**config.mk**
```make
export PLATFORM = sky130hd
export DESIGN_NAME = condlogic
export DESIGN_NICKNAME = d
export VERILOG_FILES = /design/src/rtl/condlogic.sv
export SDC_FILE = /design/constraint.sdc
export NUM_CORES = 1
export LEC_CHECK = 0
export BUFFER_PORTS_ARGS = -buffer_cell sky130_fd_sc_hd__buf_2
export CELL_PAD_IN_SITES_DETAIL_PLACEMENT = 1
export CELL_PAD_IN_SITES_GLOBAL_PLACEMENT = 1
export CORE_UTILIZATION = 27
export CTS_CLUSTER_DIAMETER = 60
export DETAILED_ROUTE_END_ITERATION = 12
export HOLD_SLACK_MARGIN = 0.03
export PLACE_DENSITY = 0.83
export SETUP_SLACK_MARGIN = 0.05
export SYNTH_ARGS = -nofsm -noshare
export SYNTH_HDL_FRONTEND = slang
export SYNTH_SLANG_ARGS = --single-unit
```
**constraint.sdc**
```tcl
create_clock -name clk -period 5 [get_ports clk]
set_input_delay 0.25 -clock clk [delete_from_list [all_inputs] [get_ports clk]]
set_output_delay 0.25 -clock clk [all_outputs]
set_load 0.03 [all_outputs]
```
**src/rtl/condlogic.sv**
```systemverilog
// condlogic: conditional-execution unit for the multi-cycle ARM datapath.
// Holds the {N,Z,C,V} flag register, evaluates the instruction's condition
// field against it, latches the pass/fail result in the decode cycle and gates
// the FSM's PC, register-file and memory write strobes with it.
// Optional feature: define COND_STATS_EN to add saturating executed/squashed
// instruction counters (ExecCount/SquashCount); otherwise they read as zero.
module condlogic #(
    parameter int COUNT_W = 16
) (
    input  logic               clk,
    input  logic               reset,
    input  logic [3:0]         Cond,
    input  logic [3:0]         ALUFlags,
    input  logic [1:0]         FlagW,
    input  logic               CondLatch,
    input  logic               PCS,
    input  logic               NextPC,
    input  logic               RegW,
    input  logic               MemW,
    output logic               PCWrite,
    output logic               RegWrite,
    output logic               MemWrite,
    output logic               CondEx,
    output logic [3:0]         Flags,
    output logic [COUNT_W-1:0] ExecCount,
    output logic [COUNT_W-1:0] SquashCount
);

    logic       check;
    logic       ok;
    logic       condex_reg;
    logic [3:0] flags_w;
    logic       n_flag, z_flag, c_flag, v_flag;

    assign {n_flag, z_flag, c_flag, v_flag} = flags_w;

    // Condition decode against the pre-update flag register.
    always_comb begin
        check = 1'b0;
        unique case (Cond)
            4'b0000: check = z_flag;
            4'b0001: check = ~z_flag;
            4'b0010: check = c_flag;
            4'b0011: check = ~c_flag;
            4'b0100: check = n_flag;
            4'b0101: check = ~n_flag;
            4'b0110: check = v_flag;
            4'b0111: check = ~v_flag;
            4'b1000: check = c_flag & ~z_flag;
            4'b1001: check = ~c_flag | z_flag;
            4'b1010: check = (n_flag == v_flag);
            4'b1011: check = (n_flag != v_flag);
            4'b1100: check = ~z_flag & (n_flag == v_flag);
            4'b1101: check = z_flag | (n_flag != v_flag);
            default: check = 1'b1;
        endcase
    end

    // In the decode cycle the fresh result gates writes; afterwards the
    // latched one does. Holding reset squashes any write still pending.
    assign ok = reset & (CondLatch ? check : condex_reg);

    // Latch the condition result once per instruction.
    always_ff @(posedge clk or negedge reset) begin
        if (!reset) begin
            condex_reg <= 1'b0;
        end else if (CondLatch) begin
            condex_reg <= check;
        end
    end

    // Flag register as two independently written halves:
    // half 0 = {C,V} (FlagW[0]), half 1 = {N,Z} (FlagW[1]).
    generate
        for (genvar gi = 0; gi < 2; gi++) begin : g_flag_half
            logic [1:0] half_reg;

            // Update this half only when its write enable and the gate agree.
            always_ff @(posedge clk or negedge reset) begin
                if (!reset) begin
                    half_reg <= 2'b00;
                end else if (FlagW[gi] && ok) begin
                    half_reg <= ALUFlags[2*gi +: 2];
                end
            end

            assign flags_w[2*gi +: 2] = half_reg;
        end
    endgenerate

    // Gated write strobes; the fetch-state PC increment bypasses the gate.
    always_comb begin
        PCWrite  = (PCS & ok) | NextPC;
        RegWrite = RegW & ok;
        MemWrite = MemW & ok;
    end

    assign CondEx = condex_reg;
    assign Flags  = flags_w;

`ifdef COND_STATS_EN
    logic [COUNT_W-1:0] exec_count_reg;
    logic [COUNT_W-1:0] squash_count_reg;

    // Count each latched instruction as executed or squashed, saturating.
    always_ff @(posedge clk or negedge reset) begin
        if (!reset) begin
            exec_count_reg   <= '0;
            squash_count_reg <= '0;
        end else if (CondLatch) begin
            if (check) begin
                if (exec_count_reg != {COUNT_W{1'b1}}) begin
                    exec_count_reg <= exec_count_reg + 1'b1;
                end
            end else begin
                if (squash_count_reg != {COUNT_W{1'b1}}) begin
                    squash_count_reg <= squash_count_reg + 1'b1;
                end
            end
        end
    end

    assign ExecCount   = exec_count_reg;
    assign SquashCount = squash_count_reg;
`else
    assign ExecCount   = '0;
    assign SquashCount = '0;
`endif

endmodule
```
# Yosys cells after proc, flatten, opt, wreduce, memory -nomap -nowiden
# Cells that the tools add are included.
# classes
n_mux	2
n_eq_ne	15
n_bitwise	13
reduce_logical	3
# op_table
cell	count
$eq 4x4->1 const B	6
$eq 4x3->1 const B	4
$pmux 1 s14	1
$eq 4x2->1 const B	2
$and 1x1->1	6
$eq 4x1->1 const B	1
$logic_not 4->1	1
$not 1->1	4
$or 1x1->1	3
$logic_and 1x1->1	2
$eq 1x1->1	1
$mux 1	1
$ne 1x1->1	1
# word_totals
ff_bits	5
word_cells	36
output_inout_bits	40
in_bits	17

# Logic depth before layout (Yosys ltp)
# logic_depth
depth_word	7
depth_mapped	6
depth_no_buf	5

# Worst setup path before layout
# No wires, ideal clock.
# synth_path
path_kind	reg-to-output
from	register g_flag_half[1].half_reg[1]
to	output PCWrite
t_arrival_ps	1676
setup_slack_ps	3074
stages_incl_launch_ff	6
cell_sequence	dfrtp_1 xnor3_1 nand4b_1 o311a_2 nand3_1 a41o_1
# synth_between
elab_chain_cells	7
# synth_rtl
item	line_no	text
from (decl)	76	logic [1:0] half_reg;
from (signal assigned)	83	half_reg <= ALUFlags[2*gi +: 2];
$ne 1x1->1 / $eq 1x1->1 (equally long branches)	n/a	
$or 1x1->1 / $and 1x1->1 (equally long branches)	54, 53	
$pmux 1 s14 (*)	40	unique case (Cond)
$mux 1 (*)	n/a	
$and 1x1->1 (*)	61	assign ok = reset & (CondLatch ? check : condex_reg);
$and 1x1->1 (*)	93	PCWrite = (PCS & ok) | NextPC;
$or 1x1->1 (*)	93	
to (decl)	20	output logic PCWrite,
# Every way passes the cells marked *; elsewhere a longest branch is shown, timed or not.

# Final worst setup path
# Same ends and word-level chain as after synthesis.

==> run_results.csv <==
group,metric,value,unit
status,status,"finished clean",
drt,via_per_inst,4.20,
clocking,post_cts_resized,0,
layout,largest_reg_flops,4,
sta,finalSetupTns,0,ps
floorplanning,core,2280,sq um
sta,hold_ws,233,ps
sta,fmax,0.452,GHz
clocking,h-tree-depth,1,
clocking,clk_root_buffer_cell,"clkbuf_4",
global_routing,grt_first_pass_wirelength,2080,um
global_routing,grt_pass1_vias,480,
clocking,insertion_delay,250,ps
worst_setup_path,crit_arrival,1960,ps
clocking,cts_tree,"yes",
floorplanning,ios,57,
global_routing,use_met2,18.2,%
worst_setup_path,critPathKind,"register to output port",
worst_setup_path,path_cells,"nor4b_1, a221o_1, o21ai_1, nand3_1, a41o_1, buf_2",
synthesis,synth_cell_type_count,28,
layout,final_cell_mix,"conb_1 (32), buf_2 (24), dfrtp_1 (5)",
synthesis,synth_cells,74,
power_and_ir_drop,p_sw_share,48.9,%
worst_setup_path,critPathRequiredTime,4750,ps
worst_hold_path,hold_path.class,"input port to register",
layout,final_nets,118,
clocking,cts.sink_count,5,
sta,setup_viol,0,
worst_setup_path,endpoint,"PCWrite",
worst_setup_path,startpoint,"g_flag_half[1].half_reg[1]",
placement,gp_congestion,0.731,
sta,finalCritPeriodShare,44.3,%
global_routing,grt_max_degree,11,
worst_setup_path,slowest_delay,450,ps
layout,layout_commonest_cell,"conb_1",
global_routing,antenna_found_initial,0,
drt,drt_iter0_drc,6,
worst_setup_path,worstPathMaxFanout,6,
synthesis,synth-seq-cells,5,
power_and_ir_drop,power.switching,127,uW
worst_setup_path,startpoint_type,"register",
drt,drt_pre_antenna_iters,2,
sta,drv_slew,0,
placement,hpwl,1120,um
worst_setup_path,reg2reg_slack,3190,ps
sta,skew,6.50,ps
drt,drc,0,
flow_run,drv_cap,0,
layout,layout-drive-gt1-share,35.0,%
floorplanning,die_area,2670,sq um
floorplanning,die_w,51.7,um
clocking,postCtsSetupBuffers,0,
sta,period_needed,2210,ps
placement,numPortBuffers,24,
worst_setup_path,critPathCaptureType,"output port",
drt,wl_per_cell,9.91,um
sta,final_hold_viol_count,0,
power_and_ir_drop,internal_power,133,uW
clocking,numCtsBuffers,3,
worst_setup_path,worstReg2RegEnd,"g_flag_half[1].half_reg[1]",
layout,area_growth,8.44,%
layout,insertedDiodeCount,0,
worst_setup_path,r2r_cells,5,
global_routing,gr-usage-all-layers,10.4,%
power_and_ir_drop,p_seq_share,26.6,%
global_routing,grt_remaining_overflow,0,
floorplanning,initial_utilization,29.3,%
floorplanning,die_height,51.7,um
clocking,cts_buffer_depth,2,
power_and_ir_drop,clkPwrFrac,18.5,%
power_and_ir_drop,peakVddDrop,0.180,mV
power_and_ir_drop,p_leak,0.395,nW
drt,num_vias,538,
global_routing,met3_usage,2.34,%
synthesis,yosys_warnings,0,
synthesis,syn-mean-instance-area,9.01,sq um
power_and_ir_drop,p_comb_share,54.9,%
power_and_ir_drop,powerDensity,360,nW/um^2
synthesis,netlist_area,667,sq um
clocking,hold_buffers,1,
worst_hold_path,worstHoldStart,"ALUFlags[2]",
global_routing,gr-usage-met1,11.7,%
global_routing,grt_busiest_layer,"met2",
floorplanning,rows,17,
sta,grt_setup_unrepaired,"false",
worst_setup_path,crit_slowest_cell,"dfrtp_1",
synthesis,seq_area_frac_synth,18.8,%
drt,drt_wl_total,1270,um
drt,final_antenna_net_count,0,
worst_setup_path,r2r_start,"g_flag_half[0].half_reg[1]",
clocking,clk_pin_slew,50,ps
## routing by layer
layer | wire length, um | share of wire (%) | vias up
met5 | 0 | 0 | -
met4 | 28 | 2.2 | 0
met3 | 110 | 8.7 | 3
met2 | 631 | 50 | 34
met1 | 498 | 39 | 255
li1 | - | - | 246
## per-stage QoR
step	instance area, sq um	setup slack, ps	util (%)	std cells	total power [mW]
after floorplan	783	3070	-	105	0.200
after CTS	723	2750	31.8	128	0.264
after global placement	686	3090	30.1	123	0.210
final	723	2790	31.8	128	0.260
after global routing	723	2600	31.8	128	0.282
after detailed placement	686	3050	30.1	123	0.214
## cells by family after synthesis
group | count (synthesis) | share of synthesized area [%]
AO/OA/AOI/OAI | 8 | 9.57
XOR/XNOR | 3 | 6.00
buffers and inverters | 34 | 37.9
flip-flops | 5 | 18.8
multiplexers | 6 | 9.76
other | 1 | 0.562
AND/OR/NAND/NOR | 17 | 17.4
## layout make-up
| class | count | area, sq um |
|---|---|---|
| fill | 297 | 1550 |
| sequential | 5 | 125 |
| clock inverter | 1 | 5.00 |
| clock buffer | 3 | 22.5 |
| tap | 28 | 35.0 |
| timing repair buffer | 25 | 130 |
| multi-input combinational | 66 | 405 |
## worst max-delay path: cells and delay by family (launching register included)
kind / cells / cell delay (ps)
flops: 1 / 450
buf+inv: 1 / 170
compound gates: 3 / 750
simple gates: 2 / 350
## power by group through the flow
| stage | clock [mW] | sequential (mW) | combinational [mW] |
|---|---|---|---|
| after global routing | 0.0546 | 0.0725 | 0.155 |
| after global placement | 0 | 0.0687 | 0.141 |
| after CTS | 0.0496 | 0.0699 | 0.144 |
| after floorplan | 0 | 0.0924 | 0.107 |
| final | 0.0482 | 0.0692 | 0.143 |
| after detailed placement | 0 | 0.0707 | 0.144 |
## how the worst min path moves through the flow
stage / cells after the start / slack [ps] / end
after floorplan: 0 / -50 / CondEx
after global placement: 1 / 90 / g_flag_half[0].half_reg[0]
after detailed placement: 1 / 100 / CondEx
after CTS: 2 / 230 / g_flag_half[0].half_reg[0]
after global routing: 2 / 230 / g_flag_half[1].half_reg[0]
final: 2 / 230 / g_flag_half[1].half_reg[0]
## Yosys cell counts
cell	n	area share [%]
nor2b_1	3	2.8
conb_1	1	0.56
xnor2_1	1	1.3
xnor3_1	1	3.4
nor4b_1	1	1.3
or2_2	1	0.94
mux2_2	4	6.8
buf_4	33	37
and3b_2	1	1.5
and4_1	2	2.6
nor3_1	1	0.75
nand3_1	3	2.3
o21a_1	1	1.1
a41o_1	1	1.5
o21ai_1	1	0.75
a221o_1	1	1.5
and3b_1	1	1.3
nor3b_1	1	1.1
a31oi_1	2	1.9
a22oi_1	1	1.1
nand4b_1	1	1.3
mux2i_1	2	3.0
o311a_2	1	1.7
and2_1	1	0.94
dfrtp_1	5	19
nand2_1	1	0.56
xor2_1	1	1.3
buf_2	1	0.75
Note: power is estimated with default switching activity, not from simulation.
